File: config.mk
export PLATFORM = sky130hd
export DESIGN_NAME = spart_rx
export DESIGN_NICKNAME = d
export VERILOG_FILES = /design/src/rtl/spart_rx.sv
export SDC_FILE = /design/constraint.sdc
export NUM_CORES = 1
export LEC_CHECK = 0
export CAP_MARGIN = 5
export CORE_ASPECT_RATIO = 1.75
export CORE_UTILIZATION = 59
export CTS_BUF_LIST = sky130_fd_sc_hd__clkbuf_4 sky130_fd_sc_hd__clkbuf_8
export DETAILED_ROUTE_END_ITERATION = 8
export PLACE_DENSITY = 0.81
export SLEW_MARGIN = 0
export SYNTH_ARGS = -nofsm -noshare
export SYNTH_HDL_FRONTEND = slang
export SYNTH_SLANG_ARGS = --single-unit
File: constraint.sdc
create_clock -name clk -period 2.3 [get_ports clk]
set_input_delay 0.46 -clock clk [delete_from_list [all_inputs] [get_ports clk]]
set_output_delay 0.46 -clock clk [all_outputs]
set_load 0.05 [all_outputs]
File: src/rtl/spart_rx.sv
// SPART receive path: 16x-oversampled 8N1 receiver with programmable baud divisor
// and a one-deep receive buffer carrying rda / framing_err / overrun status.
module spart_rx #(
   parameter logic [15:0] DEFAULT_DIV = 16'd650,
   parameter int unsigned SYNC_STAGES = 2
) (
   input  logic       clk,
   input  logic       rst,
   input  logic       rxd,
   input  logic       brg_ld_lo,
   input  logic       brg_ld_hi,
   input  logic [7:0] brg_din,
   input  logic       rd_ack,
   output logic [7:0] rx_data,
   output logic       rda,
   output logic       framing_err,
   output logic       overrun
);

   typedef enum logic [1:0] {StIdle, StStart, StData, StStop} state_e;

   logic [SYNC_STAGES-1:0] sync_q;
   logic                   rxs;
   logic [15:0]            db_q;
   logic [15:0]            tcnt_q;
   logic                   tick;
   state_e                 state_q, state_d;
   logic [3:0]             scnt_q, scnt_d;
   logic [2:0]             bcnt_q, bcnt_d;
   logic [7:0]             shreg_q, shreg_d;
   logic                   done;

   // rxd is asynchronous; idle-high reset avoids a spurious start after reset
   always_ff @(posedge clk) begin
      if (rst) sync_q <= '1;
      else     sync_q <= {sync_q[SYNC_STAGES-2:0], rxd};
   end
   assign rxs = sync_q[SYNC_STAGES-1];

   always_ff @(posedge clk) begin
      if (rst) begin
         db_q <= DEFAULT_DIV;
      end else begin
         if (brg_ld_lo) db_q[7:0]  <= brg_din;
         if (brg_ld_hi) db_q[15:8] <= brg_din;
      end
   end

   // Divisor changes are picked up only at reload, so a running period is never cut short
   assign tick = (tcnt_q == 16'd0);
   always_ff @(posedge clk) begin
      if (rst)       tcnt_q <= DEFAULT_DIV;
      else if (tick) tcnt_q <= db_q;
      else           tcnt_q <= tcnt_q - 16'd1;
   end

   always_ff @(posedge clk) begin
      if (rst) begin
         state_q <= StIdle;
         scnt_q  <= '0;
         bcnt_q  <= '0;
         shreg_q <= '0;
      end else begin
         state_q <= state_d;
         scnt_q  <= scnt_d;
         bcnt_q  <= bcnt_d;
         shreg_q <= shreg_d;
      end
   end

   always_comb begin
      state_d = state_q;
      scnt_d  = scnt_q;
      bcnt_d  = bcnt_q;
      shreg_d = shreg_q;
      done    = 1'b0;
      if (tick) begin
         unique case (state_q)
            StIdle: begin
               if (!rxs) begin
                  state_d = StStart;
                  scnt_d  = '0;
               end
            end
            StStart: begin
               if (scnt_q == 4'd7) begin
                  if (!rxs) begin
                     state_d = StData;
                     scnt_d  = '0;
                     bcnt_d  = '0;
                  end else begin
                     state_d = StIdle;
                  end
               end else begin
                  scnt_d = scnt_q + 4'd1;
               end
            end
            StData: begin
               // scnt wraps 15->0, so the next sample lands 16 ticks later
               scnt_d = scnt_q + 4'd1;
               if (scnt_q == 4'd15) begin
                  shreg_d = {rxs, shreg_q[7:1]};
                  bcnt_d  = bcnt_q + 3'd1;
                  if (bcnt_q == 3'd7) state_d = StStop;
               end
            end
            StStop: begin
               scnt_d = scnt_q + 4'd1;
               if (scnt_q == 4'd15) begin
                  done    = 1'b1;
                  state_d = StIdle;
               end
            end
            default: state_d = StIdle;
         endcase
      end
   end

   // A read in the completion cycle frees the buffer for the arriving byte
   always_ff @(posedge clk) begin
      if (rst) begin
         rx_data     <= 8'h00;
         rda         <= 1'b0;
         framing_err <= 1'b0;
         overrun     <= 1'b0;
      end else if (done && (!rda || rd_ack)) begin
         rx_data     <= shreg_q;
         rda         <= 1'b1;
         framing_err <= ~rxs;
         overrun     <= 1'b0;
      end else if (done) begin
         overrun     <= 1'b1;
      end else if (rd_ack) begin
         rda         <= 1'b0;
         framing_err <= 1'b0;
         overrun     <= 1'b0;
      end
   end

endmodule

-- Yosys cells after proc, flatten, opt, wreduce, memory -nomap -nowiden
Cells that the tools add are included.
- register bits after elaboration: 62
- bits of input ports: 14
- output and inout bits: 11
- word-level logic and storage cells: 66
- reduce and logical (&&, ||, !) cells: 14
- bitwise logic cells: 1
- equality and inequality tests: 13
- mux-type cells: 23
- $add $sub $neg: 3
- operators with widths (cell ; number):
    16-bit zero test ; 1
    16-bit 2-to-1 mux ; 1
    16-bit by 1-bit subtractor with 16-bit output, second input constant ; 1
    2-bit 2-to-1 mux ; 6
    2-bit inequality test, second input constant ; 6
    4-bit one-hot mux with 3 select lines ; 1
    3-bit 2-to-1 mux ; 3
    1-bit 2-to-1 mux ; 8
    4-bit 2-to-1 mux ; 2
    2-bit one-hot mux with 4 select lines ; 1
    3-bit one-hot mux with 2 select lines ; 1
    6-bit AND reduction ; 1
    2-bit nonzero test ; 3
    5-bit AND reduction ; 1
    4-bit by 1-bit adder with 4-bit output, second input constant ; 1
    2-bit == test, second input constant ; 2
    4-bit by 3-bit == test with 1-bit output, second input constant ; 1
    4-bit == test, second input constant ; 1
    2-bit OR reduction ; 2
    3-bit by 1-bit adder with 3-bit output, second input constant ; 1
    3-bit == test, second input constant ; 1
    3-bit AND reduction ; 1
    2-bit by 1-bit == test with 1-bit output, second input constant ; 1
    2-bit zero test ; 1
    6 further kinds ; 6

-- Logic depth before layout (Yosys ltp)
Gate-level depths: netlist of run 1.
- word-level depth: 7
- depth in mapped cells: 8
- gate-level depth less buffers: 7

-- Worst setup path before layout of run 1
Ideal clock, no wire load.
- path kind: register to register
- from: register tcnt_q[0]
- to: register bcnt_q[0]
- stages on the path, launching flop included: 8
- clock period less this slack: 1.809 ns
- slack: 0.491 ns
- data required time: 2.172 ns
- path buffers: 0
- arrival time: 1.681 ns
- library setup time: 0.128 ns
- cell sequence: dfxtp_1 > inv_1 > ha_1 > nor4b_4 > nand4_1 > or3_4 > a21oi_1 > nor2_1
- cells in the longest elaborated chain, start to end: 2
- RTL lines (item ; line ; text):
    start: declaration ; 25 ; logic [15:0] tcnt_q;
    start signal: assignment ; 53 ; else if (tick) tcnt_q <= db_q;
    start signal: assignment ; 54 ; else tcnt_q <= tcnt_q - 16'd1;
    16-bit zero test ; 50 ; assign tick = (tcnt_q == 16'd0);
    5-bit AND reduction (no line) ; - ;
    end signal: assignment ; 66 ; bcnt_q <= bcnt_d;
    end: declaration ; 29 ; logic [2:0] bcnt_q, bcnt_d;
Every way passes these cells.
A chain may end at the register's enable or synchronous reset.

-- Worst setup path after layout of run 1
- from: register tcnt_q[0]
- to: register rx_data[0]
- cells in the longest elaborated chain, start to end: 3
- RTL lines (item ; line ; text):
    16-bit zero test ; 50 ;
    1-bit 2-to-1 mux ; 77 ; if (tick) begin
    1-bit logical AND ; 126 ; end else if (done && (!rda || rd_ack)) begin
    end signal: assignment ; 127 ; rx_data <= shreg_q;
    end: declaration ; 14 ; output logic [7:0] rx_data,
Every way passes these cells.

==> run metrics, run 1 <==
run status=complete, no violations; Setup crit end kind=flip-flop; post-synth net total=318; share of cells above drive strength 1=10.91%; TritonCTS clock tree=built; unrepaired setup endpoints after global routing=no; input/output buffers=24; number of iterations in the first detailed-routing pass=4; number of vias per cell after detailed routing=5.861; worst setup skew after layout=12.34 ps; number of standard cells after synthesis=299; PwrDens=between 600 and 700 nW/um2; Post-CTS Hold Fix Bufs=0; register clock-pin slew on the reported worst setup and hold paths=70 ps; CTS Buf Count=9; top post-synthesis cells by count=62 x sky130_fd_sc_hd__dfxtp_1, 47 x sky130_fd_sc_hd__nor2_1, 25 x sky130_fd_sc_hd__nand2_1, 21 x sky130_fd_sc_hd__a21oi_1, 21 x sky130_fd_sc_hd__mux2i_1; leading post-synthesis cells by cell area=sky130_fd_sc_hd__dfxtp_1 46%, sky130_fd_sc_hd__mux2i_1 7.7%, sky130_fd_sc_hd__nor2_1 6.5%; crit start category=flip-flop; global placement routability congestion=0.8484; Starting DRT DRC Count=32; area of the multi-input gates=1401 um2; largest fanout on the critical path=10; setup bufs post-CTS=0; routed wirelength normalized by instance count=14.92 um; Unique masters post-synth=45; final-report max-slew violation count=0; Most used DFF post-synth=sky130_fd_sc_hd__dfxtp_1; number of enable-type register cells in the synthesized netlist=0; TNS Setup=0 ps; via count of the first global-routing pass=about 2.2k; maximum number of pins on one net before global-route repair=47; utilization after layout=72.64%; asr flop ratio synth=0%; clock tree buffer depth=2; DIE WIDTH=~53 um; Power Total=2.194 mW; Layout Nets=~340; Placement Rows=32; post-detail-place hpwl=between 4000 and 5000 um; chip height=91.80 um; number of diodes added for antenna fixing=0; antenna violations before repair=0; Fmax achieved=503.1 MHz; Remaining Overflow, GRT=0; effective utilization at floorplan=61.73%; hold violation count in the final report=0; latest clock arrival within the worst-skew pair=340 ps; boundary pin count=25; min cycle time layout=about 2000 ps; Setup Crit Path Kind=reg2reg; cells resized by post-CTS repair=0; number of clock sinks seen by CTS=62; Area after DPL=roughly 3000 um2; GRT Total Usage=27.27%; total of max-cap violations=0; first-pass GRT wire length=9708 um; required time of the worst setup path=roughly 2500 ps; slew margin rel.=a little under half; top-count cell post-synth=sky130_fd_sc_hd__dfxtp_1; total non-filler cell area in the finished layout=3199 um2; ratio of final minimum period to clock period=86.42%; VDD IR max=0.0005444 V; area of all sequential standard cells=1241 um2; transition time at the pin with the least slew margin=788.8 ps; Residual DRC=0; number of warnings reported in the yosys synthesis log=0; library cell occupying the most area in the post-synthesis netlist=sky130_fd_sc_hd__dfxtp_1; Avg Cell Area, Syn=a little over 9 um2; die footprint=4894 um2; vias=2233; total of endpoints with negative setup slack in the final report=0; mapped cell area=2719 um2; part of the Yosys area used for sequential elements=a little under half; type of the worst min-delay path=reg2reg; count of nets left with antenna violations after detail routing=0; data arrival time of the worst path=2190 ps; library cell used as clock root buffer=sky130_fd_sc_hd__clkbuf_8; leakage power=~1.1 nW; area added between synthesis and finish=17.67%; number of filler instances in the final layout=346; register bit total from synthesis=62; portion of synthesized cell area occupied by the leading cell type=45.65%; Core Footprint=roughly 4400 um2; # H-tree levels=3; Final Routed Wirelength=5683 um
## metal layers
| layer | GRT usage, % | part of all wire [%] | vias to the layer above | routed length [um] |
|---|---|---|---|---|
| li1 | - | - | 1105 | - |
| met1 | 29.96 | 40 | 1056 | 2285 |
| met2 | 43.33 | 52 | 48 | 2955 |
| met3 | 6.965 | 2.7 | 24 | 154 |
| met4 | 19.30 | 5.1 | 0 | 288 |
| met5 | 0 | 0 | - | 0 |
## per-stage QoR
step                      instances  worst slack (ps)  hold WS (ps)
after floorplan                 299             491.3         389.5
after global placement          365             380.0         408.5
after detailed placement        365             324.8         404.1
after CTS                       381             305.7         422.3
after global routing            381             69.32         423.7
final                           381             312.4         423.8
## sequential cells by signal, summed over array words and instances (netlist names), 2 cells and up, named ones only
name     count
db_q        16
bcnt_q       3
rx_data      8
tcnt_q      16
sync_q       2
shreg_q      8
scnt_q       4
## power by group
group	switching, mW	internal (mW)	total (mW)
Sequential	0.0301	1.10	1.13
Clock	0.404	0.533	0.937
Combinational	0.0604	0.0630	0.123
Total	0.494	1.70	2.19
## cells in the final DEF (no fill, tap or decap), drive strengths merged, types with 6 or more instances in the layout
master,instances
a211oi,11
a21oi,21
buf,8
clkbuf,12
clkdlybuf4s50,23
dfxtp,62
mux2i,21
nand2,25
nand3,7
nand4,7
nor2,48
nor2b,6
nor3,11
nor4,6
xnor2,6
## worst max-delay path, cell delays in order, from the launching register on
cell and delay (ps):
sky130_fd_sc_hd__dfxtp_1 340, sky130_fd_sc_hd__inv_1 80, sky130_fd_sc_hd__ha_1 140, sky130_fd_sc_hd__nor4b_4 330, sky130_fd_sc_hd__nand4_4 220, sky130_fd_sc_hd__nor3_1 230, sky130_fd_sc_hd__buf_4 240, sky130_fd_sc_hd__mux2i_1 210
sky130_fd_sc_hd__nor2_1 50
## final timing paths
kind	startpoint	endpoint	slack (ps)	cells past startpoint
setup / recovery	tcnt_q[0]$_SDFF_PP0_	rx_data[0]$_SDFFE_PP0P_	310	8
hold / removal	sync_q[0]$_SDFF_PP1_	sync_q[1]$_SDFF_PP1_	420	1
setup reg to reg	tcnt_q[0]$_SDFF_PP0_	rx_data[0]$_SDFFE_PP0P_	310	8
hold reg to reg	sync_q[0]$_SDFF_PP1_	sync_q[1]$_SDFF_PP1_	420	1
## cell type report
| class | instances | area share, % |
|---|---|---|
| inverters | 3 | 0.3520 |
| clock buffers | 12 | 4.576 |
| well taps | 51 | 1.995 |
| flip-flops and latches | 62 | 38.80 |
| repair buffers | 31 | 8.995 |
| clock inverters | 4 | 1.486 |
| multi-input cells | 218 | 43.80 |
## cell families (layout without fill, tap and decap cells)
| logic type | after synthesis | after routing | synth area share, % |
|---|---|---|---|
| DFF | 62 | 62 | 45.65 |
| adders and majority gates | 5 | 5 | 2.301 |
| AOI/OAI and AO/OA | 49 | 49 | 11.46 |
| muxes | 21 | 21 | 7.731 |
| buffers and inverters | 19 | 50 | 2.807 |
| and+or+nand+nor | 132 | 132 | 26.51 |
| xor gates and xnor gates | 11 | 11 | 3.543 |
Power figures use the tool's default switching activity.
==> run 2, diff against run 1 <==
- PLACE_DENSITY: 0.81 -> 0.82
==> run 2 against run 1 <==
Effect of this change:
- clock-buffer cell count fell by 1
- clock power fell by 11%
- sequential share of layout area increased by 0.20 points
- sequential power about the same
- cell count grew 0.26%
- total power is 4.7% lower
- largest power group unchanged
==> run metrics, run 2 (synthesis results as in run 1) <==
chip height=91.80 um; # H-tree levels=3; Critical Path Max Stage Delay=roughly 800 ps; data arrival time of the worst path=1530 ps; effective utilization at floorplan=61.73%; routed wirelength normalized by instance count=15.41 um; highest-count cells in the layout ignoring fill and taps=62 x sky130_fd_sc_hd__dfxtp_1, 47 x sky130_fd_sc_hd__nor2_1, 25 x sky130_fd_sc_hd__nand2_1, 23 x sky130_fd_sc_hd__clkdlybuf4s50_1; boundary pin count=25; antenna violations before repair=0; Core Footprint=4404 um2; share of power burned in the clock network=39.7%; Post-CTS Hold Fix Bufs=0; cells resized by post-CTS repair=0; transition time at the pin with the least slew margin=616.5 ps; required time of the worst setup path=1840 ps; via count of the first global-routing pass=2217; clock tree buffer depth=2; Power Total=2.092 mW; number of clock sinks seen by CTS=62; Switching Share=24.00%; total of max-cap violations=0; register clock-pin slew on the reported worst setup and hold paths=70 ps; die footprint=4894 um2; number of iterations in the first detailed-routing pass=4; type of the worst min-delay path=reg2reg; area added between synthesis and finish=17.07%; largest registers=db_q: 16 flops, tcnt_q: 16 flops; leading cell type in the layout, fill and taps excluded=sky130_fd_sc_hd__dfxtp_1; number of filler instances in the final layout=346; Starting DRT DRC Count=51; utilization after layout=between 70% and 80%; CP max stage cell=sky130_fd_sc_hd__clkdlybuf4s50_1; proportion of power drawn by flip-flops and latches=54.2%; largest fanout on the critical path=3; top cell family by delay on the critical path=buffers and inverters; Final Routed Wirelength=5886 um; leakage power=1.140 nW; Area after DPL=3013 um2; crit start category=flip-flop; post-detail-place hpwl=roughly 4200 um; number of vias per cell after detailed routing=5.911; Critical Path, Cell by Cell=clkdlybuf4s50_1; TritonCTS clock tree=built; CTS Buf Count=9; logic gate share of total power=6.1%; PwrDens=roughly 660 nW/um2; run status=complete, no violations; worst slack at placement=347.4 ps; Residual DRC=0; total non-filler cell area in the finished layout=roughly 3200 um2; Placement Rows=32; Setup crit end kind=output port; Fmax achieved=502.3 MHz; net switching power=501.9 uW; buffers plus inverters on the worst setup path=1; unrepaired setup endpoints after global routing=no; TNS Setup=0 ps; total of endpoints with negative setup slack in the final report=0; input/output buffers=24; slew margin rel.=about three fifths; latest clock arrival within the worst-skew pair=340 ps; number of diodes added for antenna fixing=0; final setup slack of the worst path=between 300 and 400 ps; worst setup skew after layout=around 9.4 ps; global placement routability congestion=0.8643; GRT Total Usage=about 28%; Layout Nets=~350; maximum number of pins on one net before global-route repair=36; final-report max-slew violation count=0; Setup Crit Path Kind=reg2out; Internal=between 1.5 and 2 mW; first-pass GRT wire length=9873 um; DIE WIDTH=53.32 um; share of cells above drive strength 1=11.18%; hold violation count in the final report=0; Remaining Overflow, GRT=0; count of nets left with antenna violations after detail routing=0; min cycle time layout=around 2000 ps; vias=2258; VDD IR max=around 0.00058 V; library cell used as clock root buffer=sky130_fd_sc_hd__clkbuf_8; setup bufs post-CTS=0; ratio of final minimum period to clock period=86.57%
## run 2: stage by stage
stage	instances	hold slack, ps
2_1_floorplan	299	389.5
3_3_place_gp	366	401.4
3_5_place_dp	366	401.6
4_1_cts	382	415.0
5_1_grt	382	415.0
6_report	382	408.8
## run 2: per-layer routing
| layer | vias to the layer above | global-route usage (%) | routed length (um) |
|---|---|---|---|
| li1 | 1104 | - | - |
| met1 | 1095 | 29.26 | 2317 |
| met2 | 39 | 47.08 | 3183 |
| met3 | 20 | 7.297 | 167 |
| met4 | 0 | 15.79 | 218 |
| met5 | - | 0 | 0 |
## run 2: power by group through the flow
stage	registers [mW]	clock network, mW	logic [mW]
3_5_place_dp	1.16	0	0.128
5_1_grt	1.14	0.888	0.141
2_1_floorplan	1.15	0	0.0852
6_report	1.13	0.830	0.129
3_3_place_gp	1.16	0	0.123
4_1_cts	1.13	0.845	0.129
## run 2: final cells by class
class                      count  area, um2  share of cell area (%)
clock buffer                  11      145.1                   4.560
sequential                    62       1241                   38.99
timing repair buffer          32      295.3                   9.277
inverter                       3      11.26                  0.3538
tap                           51      63.81                   2.005
clock inverter                 5      25.02                  0.7862
multi-input combinational    218       1401                   44.03
## run 2: final timing paths
check / startpoint / end / slack, ps / cells past startpoint
worst max-delay path: rda$_SDFFE_PP0P_ / rda / 310 / 1
worst min-delay path: sync_q[0]$_SDFF_PP1_ / sync_q[1]$_SDFF_PP1_ / 410 / 1
worst max register to register: tcnt_q[0]$_SDFF_PP0_ / rx_data[0]$_SDFFE_PP0P_ / 330 / 8
worst min register to register: sync_q[0]$_SDFF_PP1_ / sync_q[1]$_SDFF_PP1_ / 410 / 1
